==> config.mk <==
export PLATFORM = sky130hd
export DESIGN_NAME = lfsr_prng
export DESIGN_NICKNAME = d
export VERILOG_FILES = /design/src/rtl/lfsr_prng.sv
export SDC_FILE = /design/constraint.sdc
export NUM_CORES = 1
export LEC_CHECK = 0
export ABC_AREA = 0
export BUFFER_PORTS_ARGS = -buffer_cell sky130_fd_sc_hd__buf_2
export CAP_MARGIN = 40
export CORE_ASPECT_RATIO = 0.9
export CORE_MARGIN = 2
export CORE_UTILIZATION = 48
export DETAILED_ROUTE_END_ITERATION = 6
export HOLD_SLACK_MARGIN = 0.1
export PLACE_DENSITY = 0.76
export SETUP_SLACK_MARGIN = 0.05
export SLEW_MARGIN = 40
export SYNTH_ARGS = -nofsm -noshare
export SYNTH_HDL_FRONTEND = slang
export SYNTH_SLANG_ARGS = --single-unit
==> constraint.sdc <==
create_clock -name clk -period 2.4 [get_ports clk]
set_clock_uncertainty 0.15 [all_clocks]
set_input_delay 0.24 -clock clk [delete_from_list [all_inputs] [get_ports clk]]
set_output_delay 0.24 -clock clk [all_outputs]
set_load 0.05 [all_outputs]
==> src/rtl/lfsr_prng.sv <==
// ---------------------------------------------------------------------------
// lfsr_prng -- Galois LFSR pseudo-random word generator with a valid/ready
// output handshake.
//
// Each advance shifts the LFSR STEP times in one clock. The result goes into
// both the state register and out_data, and out_valid is raised. A word stays
// stable until the consumer accepts it with out_ready. A seed load takes
// priority over an advance: it replaces the state and the active seed, drops
// any pending word and clears the advance counter.
//
// Parameters
//   WIDTH   LFSR state / output width (2..64)
//   POLY_N  Galois tap mask (WIDTH bits)
//   SEED    reset state, must be nonzero
//   STEP    single shifts applied per advance (1..WIDTH)
//   CNT_W   advance counter width
//
// Ports
//   clk          single clock, rising edge
//   rstn         synchronous active-low reset
//   lfsr_enable  request generation of words
//   load_valid   one-cycle seed load strobe
//   load_seed    new seed value
//   out_valid    out_data holds an unconsumed word
//   out_ready    consumer accepts the current word
//   out_data     generated word
//   lfsr_bit     state[0]
//   adv_count    advances since the last reset or load (wraps)
//   period_done  one-cycle pulse when the state returns to the active seed
//
// Optional feature macro: LFSR_PRNG_ZERO_GUARD_EN
//   defined   : a zero load_seed loads SEED instead, and an all-zero state is
//               replaced by SEED on the next clock.
//   undefined : a zero load is taken as-is; the LFSR then locks at zero.
// ---------------------------------------------------------------------------
module lfsr_prng #(
  parameter int               WIDTH  = 16,
  parameter logic [WIDTH-1:0] POLY_N = 16'hB400,
  parameter logic [WIDTH-1:0] SEED   = 16'hACE1,
  parameter int               STEP   = 1,
  parameter int               CNT_W  = 32
) (
  input  logic             clk,
  input  logic             rstn,
  input  logic             lfsr_enable,
  input  logic             load_valid,
  input  logic [WIDTH-1:0] load_seed,
  output logic             out_valid,
  input  logic             out_ready,
  output logic [WIDTH-1:0] out_data,
  output logic             lfsr_bit,
  output logic [CNT_W-1:0] adv_count,
  output logic             period_done
);

  logic [WIDTH-1:0] state_reg;
  logic [WIDTH-1:0] seed_reg;
  logic [WIDTH-1:0] out_data_reg;
  logic             out_valid_reg;
  logic [CNT_W-1:0] adv_count_reg;
  logic             period_done_reg;

  logic [WIDTH-1:0] adv_state;
  logic [WIDTH-1:0] load_value;
  logic             fire;
  logic             seed_hit;

  // One right-shifting Galois step. The top bit takes the bit shifted out,
  // independent of POLY_N[WIDTH-1].
  function automatic logic [WIDTH-1:0] galois_shift(input logic [WIDTH-1:0] s);
    logic [WIDTH-1:0] n;
    n = '0;
    for (int i = 0; i < WIDTH - 1; i++) begin
      n[i] = s[i+1] ^ (POLY_N[i] & s[0]);
    end
    n[WIDTH-1] = s[0];
    return n;
  endfunction

  // STEP shifts unrolled into one combinational path.
  always_comb begin
    adv_state = state_reg;
    for (int k = 0; k < STEP; k++) begin
      adv_state = galois_shift(adv_state);
    end
  end

`ifdef LFSR_PRNG_ZERO_GUARD_EN
  // A zero seed would lock the LFSR, so substitute the reset seed.
  assign load_value = (load_seed == '0) ? SEED : load_seed;
`else
  assign load_value = load_seed;
`endif

  // Advance only when the output slot is free or being drained this cycle;
  // a load in the same cycle wins.
  assign fire     = lfsr_enable && (!out_valid_reg || out_ready) && !load_valid;
  assign seed_hit = (adv_state == seed_reg);

  always_ff @(posedge clk) begin
    if (!rstn) begin
      state_reg       <= SEED;
      seed_reg        <= SEED;
      out_data_reg    <= '0;
      out_valid_reg   <= 1'b0;
      adv_count_reg   <= '0;
      period_done_reg <= 1'b0;
    end else begin
      period_done_reg <= 1'b0;
      if (load_valid) begin
        state_reg     <= load_value;
        seed_reg      <= load_value;
        out_valid_reg <= 1'b0;
        adv_count_reg <= '0;
      end else begin
        if (fire) begin
          state_reg       <= adv_state;
          out_data_reg    <= adv_state;
          out_valid_reg   <= 1'b1;
          adv_count_reg   <= adv_count_reg + 1'b1;
          period_done_reg <= seed_hit;
        end else if (out_valid_reg && out_ready) begin
          out_valid_reg <= 1'b0;
        end
`ifdef LFSR_PRNG_ZERO_GUARD_EN
        // Recover from a stuck-at-zero state; overrides any advance result.
        if (state_reg == '0) begin
          state_reg <= SEED;
        end
`endif
      end
    end
  end

  assign out_valid   = out_valid_reg;
  assign out_data    = out_data_reg;
  assign lfsr_bit    = state_reg[0];
  assign adv_count   = adv_count_reg;
  assign period_done = period_done_reg;

endmodule

==> flow_metrics.py, run 1 <==
metrics = {
    "run_status": {
        "outcome": "complete, no violations",
    },
    "synthesis": {
        "ys_warn_count": 0,
        "synthSimpleGateAreaFrac_pct": 23.8,
        "ys_seq_area_share_pct": 45.3,
        "synth-edff-count": 0,
        "synth.net_count": 426,
        "synth_top_area_share_pct": 45.3,
        "synth.most_common_cell": "dfxtp_1",
        "ys_ff_latch": 82,
        "yosysTopAreaCell": "dfxtp_1",
        "synthMuxAreaShare_pct": 7.39,
        "synthXorXnorAreaFrac_pct": 10.6,
        "synth.cell_area_mm2": 0.00362,
        "synth_cell_types": 34,
        "synth.area.top_cells": "dfxtp_1, xor2_1, nand2_1",
        "synth_common_cells": "dfxtp_1, nand2_1, nor2_1",
        "syn_inst": 404,
        "synth_compound_area_share_pct": 9.64,
        "syn_avg_cell_area_um2": 8.97,
        "synth_flop_cell": "dfxtp_1",
        "synth_top_family_by_area": "simple AND/OR/NAND/NOR gates",
        "synthAdderAreaFrac_pct": 0.345,
        "async_flop_share_pct": 0,
    },
    "hold_path": {
        "hold_path_class": "input pin to register",
    },
    "cts": {
        "h-tree-depth": 3,
        "cts_tree": "built",
        "cts-root-buf": "clkbuf_8",
        "cts_sinks": 82,
        "clockBufferDepth": 2,
        "numCtsBuffers": 9,
        "post-cts-setup-buffers": 0,
        "clock_latency_ns": 0.35,
        "clk_pin_slew_ns": 0.08,
    },
    "setup_path": {
        "path_max_fanout": 9,
        "worstPathRequired_ns": 2.53,
        "path_cells": "dlygate4sd3_1 -> buf_2 -> nand2b_1 -> nor3_4 -> nand4_4 -> or4_1 -> a21oi_1",
        "worst_path_max_delay_cell": "dlygate4sd3_1",
        "crit_path_end_kind": "register",
        "start_kind": "input pin",
        "critical-path-max-stage-delay_ns": 0.52,
        "arrival_ns": 2.24,
        "worstSetupPathType": "input pin to register",
    },
    "placement": {
        "dp_hpwl_um": 5650,
        "dp_cells": 559,
        "dp_slack_ns": 0.299,
        "io_buffers": 71,
        "gp_congestion": 0.835,
    },
    "routing": {
        "detail-route-antenna-nets": 0,
        "viasPerCell": 5.18,
        "routed_wl_um": 8020,
        "drc_errors": 0,
        "drtIter0Drc": 99,
        "vias": 3064,
        "routedWlPerCell_um": 13.5,
        "dr.pass1.iters": 5,
    },
    "die": {
        "die_h_um": 86.4,
        "std_cell_rows": 30,
        "die_w_um": 95.6,
        "ios": 72,
        "dieArea_mm2": 0.00826,
        "initial_utilization_pct": 48.7,
        "coreArea_mm2": 0.00743,
    },
    "grt": {
        "grt_start_max_net_pins": 47,
        "antenna_found_initial": 1,
        "grt-ovfl-total": 0,
        "grt_pass1_vias": 2829,
        "track_usage_pct": 20.2,
        "grt_first_pass_wirelength_um": 13200,
    },
    "timing": {
        "slew_violations": 0,
        "period_share_pct": 87.9,
        "finalSetupViolCount": 0,
        "worstMarginPinSlew_ns": 0.452,
        "finalSetupTns_ns": 0,
        "max_freq_mhz": 474,
        "setup_ws_ns": 0.291,
        "hold_ws_ns": 0.191,
        "finalHoldViolations": 0,
        "min_period_ns": 2.11,
        "max_slew_margin_pct": 69.1,
        "rsz0062_at_grt": "no",
    },
    "final_layout": {
        "area_growth_pct": 23.8,
        "antennaDiodeCount": 0,
        "largest_reg_flops": 32,
        "fin_nets": 513,
        "final_cells": 592,
        "layout-drive-gt1-share_pct": 22.4,
    },
    "flow_run": {
        "max_cap_viol_count": 0,
    },
    "pwr": {
        "p_leak_nw": 1.93,
        "powerDensity_mw_per_mm2": 638,
        "ir_drop_uv": 480,
        "total_power_w": 0.00286,
    },
}
what timing repair did:
action	CTS	global route
endpoints found under the hold margin	33	0
endpoints found under the setup margin	0	1
gates resized for setup	0	1
hold buffers	17	0
where the power goes:
part | leakage, nW | internal, W | switching (W) | total (W)
Sequential | 0.672 | 0.00141 | 0.0000470 | 0.00146
Clock | 0.109 | 0.000611 | 0.000478 | 0.00109
Combinational | 1.15 | 0.000136 | 0.000181 | 0.000316
Total | 1.93 | 0.00216 | 0.000706 | 0.00286
layout make-up:
type | instances | area (µm²)
fillers | 661 | 2950
multi-input cells | 295 | 1880
flip-flops and latches | 82 | 1650
repair buffers | 98 | 601
clock buffers | 11 | 141
well taps | 96 | 120
clock inverters | 5 | 77.6
inverters | 5 | 18.8
critical path: cells and delay by family:
family          cells  cell delay [ns]
buf+inv             2             0.65
simple gates        4             1.20
compound gates      1             0.15
kinds of logic after synthesis:
kind of cell	after synthesis
buffers and inverters	27
and+or+nand+nor	170
xor gates and xnor gates	44
DFF	82
muxes	26
adders and majority gates	1
AOI/OAI and AO/OA	54
metrics by stage:
stage	util, %	cell area [µm²]
5_1_grt	60.4	4490
3_3_place_gp	55.0	4090
6_report	60.4	4490
2_1_floorplan	-	3630
3_5_place_dp	55.0	4090
4_1_cts	60.3	4480
cells in the final DEF (no fill, tap or decap), types with 11 or more instances in the layout:
cell	count
nand4_1	14
xnor2_1	16
xor2_1	28
buf_2	71
dfxtp_1	79
nand2b_1	11
a21boi_0	23
nor2_1	32
mux2i_1	20
nand3_1	12
o21ai_0	17
dlygate4sd3_1	17
nand2_1	60
per-layer routing:
layer / vias to the layer above / share of wire [%] / global-route usage, %
met5: - / 0.15 / 0
met4: 2 / 0.98 / 5.84
met3: 11 / 6.1 / 5.83
met2: 78 / 47 / 33.8
met1: 1429 / 46 / 25.4
li1: 1544 / - / -
final timing paths:
check / slack, ns / end / depth (start not counted) / from
worst max-delay path: 0.29 / adv_count[27]$_SDFFE_PP0P_ / 7 / lfsr_enable
worst min-delay path: 0.19 / out_valid$_SDFFE_PP0P_ / 5 / out_ready
worst max register to register: 0.36 / adv_count[31]$_SDFFE_PP0P_ / 6 / adv_count[10]$_SDFFE_PP0P_
worst min register to register: 0.32 / out_data[1]$_SDFFE_PN0P_ / 2 / out_data[1]$_SDFFE_PN0P_
(Power assumes the default switching activity.)
==> inputs of run 2 (changes only) <==
--- a/config.mk
+++ b/config.mk
@@ -11,6 +11,7 @@
 export CORE_ASPECT_RATIO = 0.9
 export CORE_MARGIN = 2
 export CORE_UTILIZATION = 48
+export CTS_BUF_LIST = sky130_fd_sc_hd__clkbuf_4 sky130_fd_sc_hd__clkbuf_8 sky130_fd_sc_hd__clkbuf_16
 export DETAILED_ROUTE_END_ITERATION = 6
 export HOLD_SLACK_MARGIN = 0.1
 export PLACE_DENSITY = 0.76
==> flow_metrics.py, run 2 (synthesis results as in run 1) <==
metrics = {
    "run_status": {
        "outcome": "complete, no violations",
    },
    "setup_path": {
        "arrival_ns": 2.25,
        "start_kind": "input pin",
        "cpLargestDelayFamily": "simple AND/OR/NAND/NOR gates",
        "r2r_end": "adv_count[31]$_SDFFE_PP0P_",
        "crit_buf_inv": 2,
        "path_max_fanout": 9,
        "critical-path-max-stage-delay_ns": 0.52,
        "worst_path_max_delay_cell": "dlygate4sd3_1",
        "ff2ff_path_depth": 6,
        "path_cells": "dlygate4sd3_1 -> buf_2 -> nand2b_1 -> nor3_4 -> nand4_4 -> or4_1 -> a21oi_1",
        "r2r_setup_slack_ns": 0.36,
        "worstPathRequired_ns": 2.53,
        "crit_path_end_kind": "register",
        "reg2reg_from": "adv_count[10]$_SDFFE_PP0P_",
        "worstSetupPathType": "input pin to register",
    },
    "hold_path": {
        "hold_path_class": "input pin to register",
        "hold-path-endpoint": "out_valid$_SDFFE_PP0P_",
        "min_path_cells": 5,
        "min_from": "out_ready",
    },
    "cts": {
        "cts-root-buf": "clkbuf_8",
        "clk_pin_slew_ns": 0.08,
        "clockBufferDepth": 2,
        "h-tree-depth": 3,
        "cts_sinks": 82,
        "clock_latency_ns": 0.35,
        "numCtsBuffers": 9,
        "cts_tree": "built",
    },
    "routing": {
        "routedWlPerCell_um": 13.5,
        "viasPerCell": 5.14,
        "drtIter0Drc": 110,
        "routed_wl_um": 8010,
        "vias": 3044,
        "dr.pass1.iters": 4,
        "detail-route-antenna-nets": 0,
        "drc_errors": 0,
    },
    "grt": {
        "grt-ovfl-total": 0,
        "grt_first_pass_wirelength_um": 13200,
        "track_usage_pct": 20.2,
        "grt_start_max_net_pins": 47,
        "antenna_found_initial": 1,
        "grt_pass1_vias": 2824,
    },
    "placement": {
        "placed_area_mm2": 0.00409,
        "dp_hpwl_um": 5650,
        "gp_congestion": 0.835,
        "io_buffers": 71,
        "dp_cells": 559,
    },
    "timing": {
        "max_slew_margin_pct": 69.8,
        "max_freq_mhz": 472,
        "min_period_ns": 2.12,
        "period_share_pct": 88.2,
        "slew_violations": 0,
        "rsz0062_at_grt": "no",
        "finalHoldViolations": 0,
        "worstMarginPinSlew_ns": 0.442,
        "finalSetupTns_ns": 0,
        "finalSetupViolCount": 0,
    },
    "die": {
        "die_w_um": 95.6,
        "initial_utilization_pct": 48.7,
        "dieArea_mm2": 0.00826,
        "ios": 72,
        "die_h_um": 86.4,
        "std_cell_rows": 30,
        "coreArea_mm2": 0.00743,
    },
    "final_layout": {
        "layout-drive-gt1-share_pct": 22.6,
        "utilization_pct": 60.4,
        "layout_common_cells": "dfxtp_1, buf_2, nand2_1",
        "design_area_mm2": 0.00449,
        "fin_nets": 513,
        "area_growth_pct": 23.9,
        "antennaDiodeCount": 0,
        "final_common_cell": "dfxtp_1",
        "final_cells": 592,
        "largest_reg_flops": 32,
    },
    "pwr": {
        "ir_drop_uv": 482,
        "total_power_w": 0.00288,
        "powerDensity_mw_per_mm2": 641,
        "p_leak_nw": 1.93,
    },
    "flow_run": {
        "max_cap_viol_count": 0,
    },
}
## run 2: cell counts in the layout (fill, tap and decap cells not counted)
Identical to the previous run, type by type.
## run 2: timing repair
action	CTS	global route
hold endpoints to repair	33	0
setup buffers	0	0
gates resized for setup	0	1
endpoints found under the setup margin	0	1
hold buffers	17	0
## run 2: final cells by class
cell class | count | area (µm²)
inverters | 5 | 18.8
clock inverters | 5 | 77.6
multi-input cells | 295 | 1880
clock buffers | 11 | 145
fillers | 661 | 2940
flip-flops and latches | 82 | 1650
well taps | 96 | 120
repair buffers | 98 | 601
## run 2: how the worst max path moves through the flow
stage / cells after the start / endpoint / slack (ns) / from
floorplan: 5 / adv_count[27]$_SDFFE_PP0P_ / 0.07 / adv_count[10]$_SDFFE_PP0P_
global placement: 6 / adv_count[27]$_SDFFE_PP0P_ / 0.39 / out_valid$_SDFFE_PP0P_
detailed placement: 6 / adv_count[27]$_SDFFE_PP0P_ / 0.30 / load_valid
CTS: 7 / adv_count[27]$_SDFFE_PP0P_ / 0.20 / lfsr_enable
global route: 7 / adv_count[27]$_SDFFE_PP0P_ / 0.17 / lfsr_enable
finish: 7 / adv_count[27]$_SDFFE_PP0P_ / 0.28 / lfsr_enable
## run 2: worst register-to-register path: stages (launching register included)
cell	delay, ns
dfxtp_1	0.41
nand4_2	0.17
nor4_4	0.44
buf_4	0.21
nand3_1	0.08
or3_1	0.37
a21oi_1	0.14
## run 2: layer usage
metal  global-route usage (%)  part of all wire [%]
met2                     33.8                    47
met1                     25.4                    46
met4                     5.84                   1.0
met5                        0                  0.14
met3                     5.83                   5.7
## run 2: through the flow
stage	hold slack, ns	worst slack (ns)
2_1_floorplan	0.211	0.0683
3_3_place_gp	0.301	0.392
3_5_place_dp	0.308	0.299
4_1_cts	0.176	0.199
5_1_grt	0.211	0.173
6_report	0.191	0.283
## run 2: power breakdown
part | switching, W | internal [W] | leakage, nW
Combinational | 0.000181 | 0.000136 | 1.15
Sequential | 0.0000473 | 0.00141 | 0.672
Clock | 0.000480 | 0.000622 | 0.113
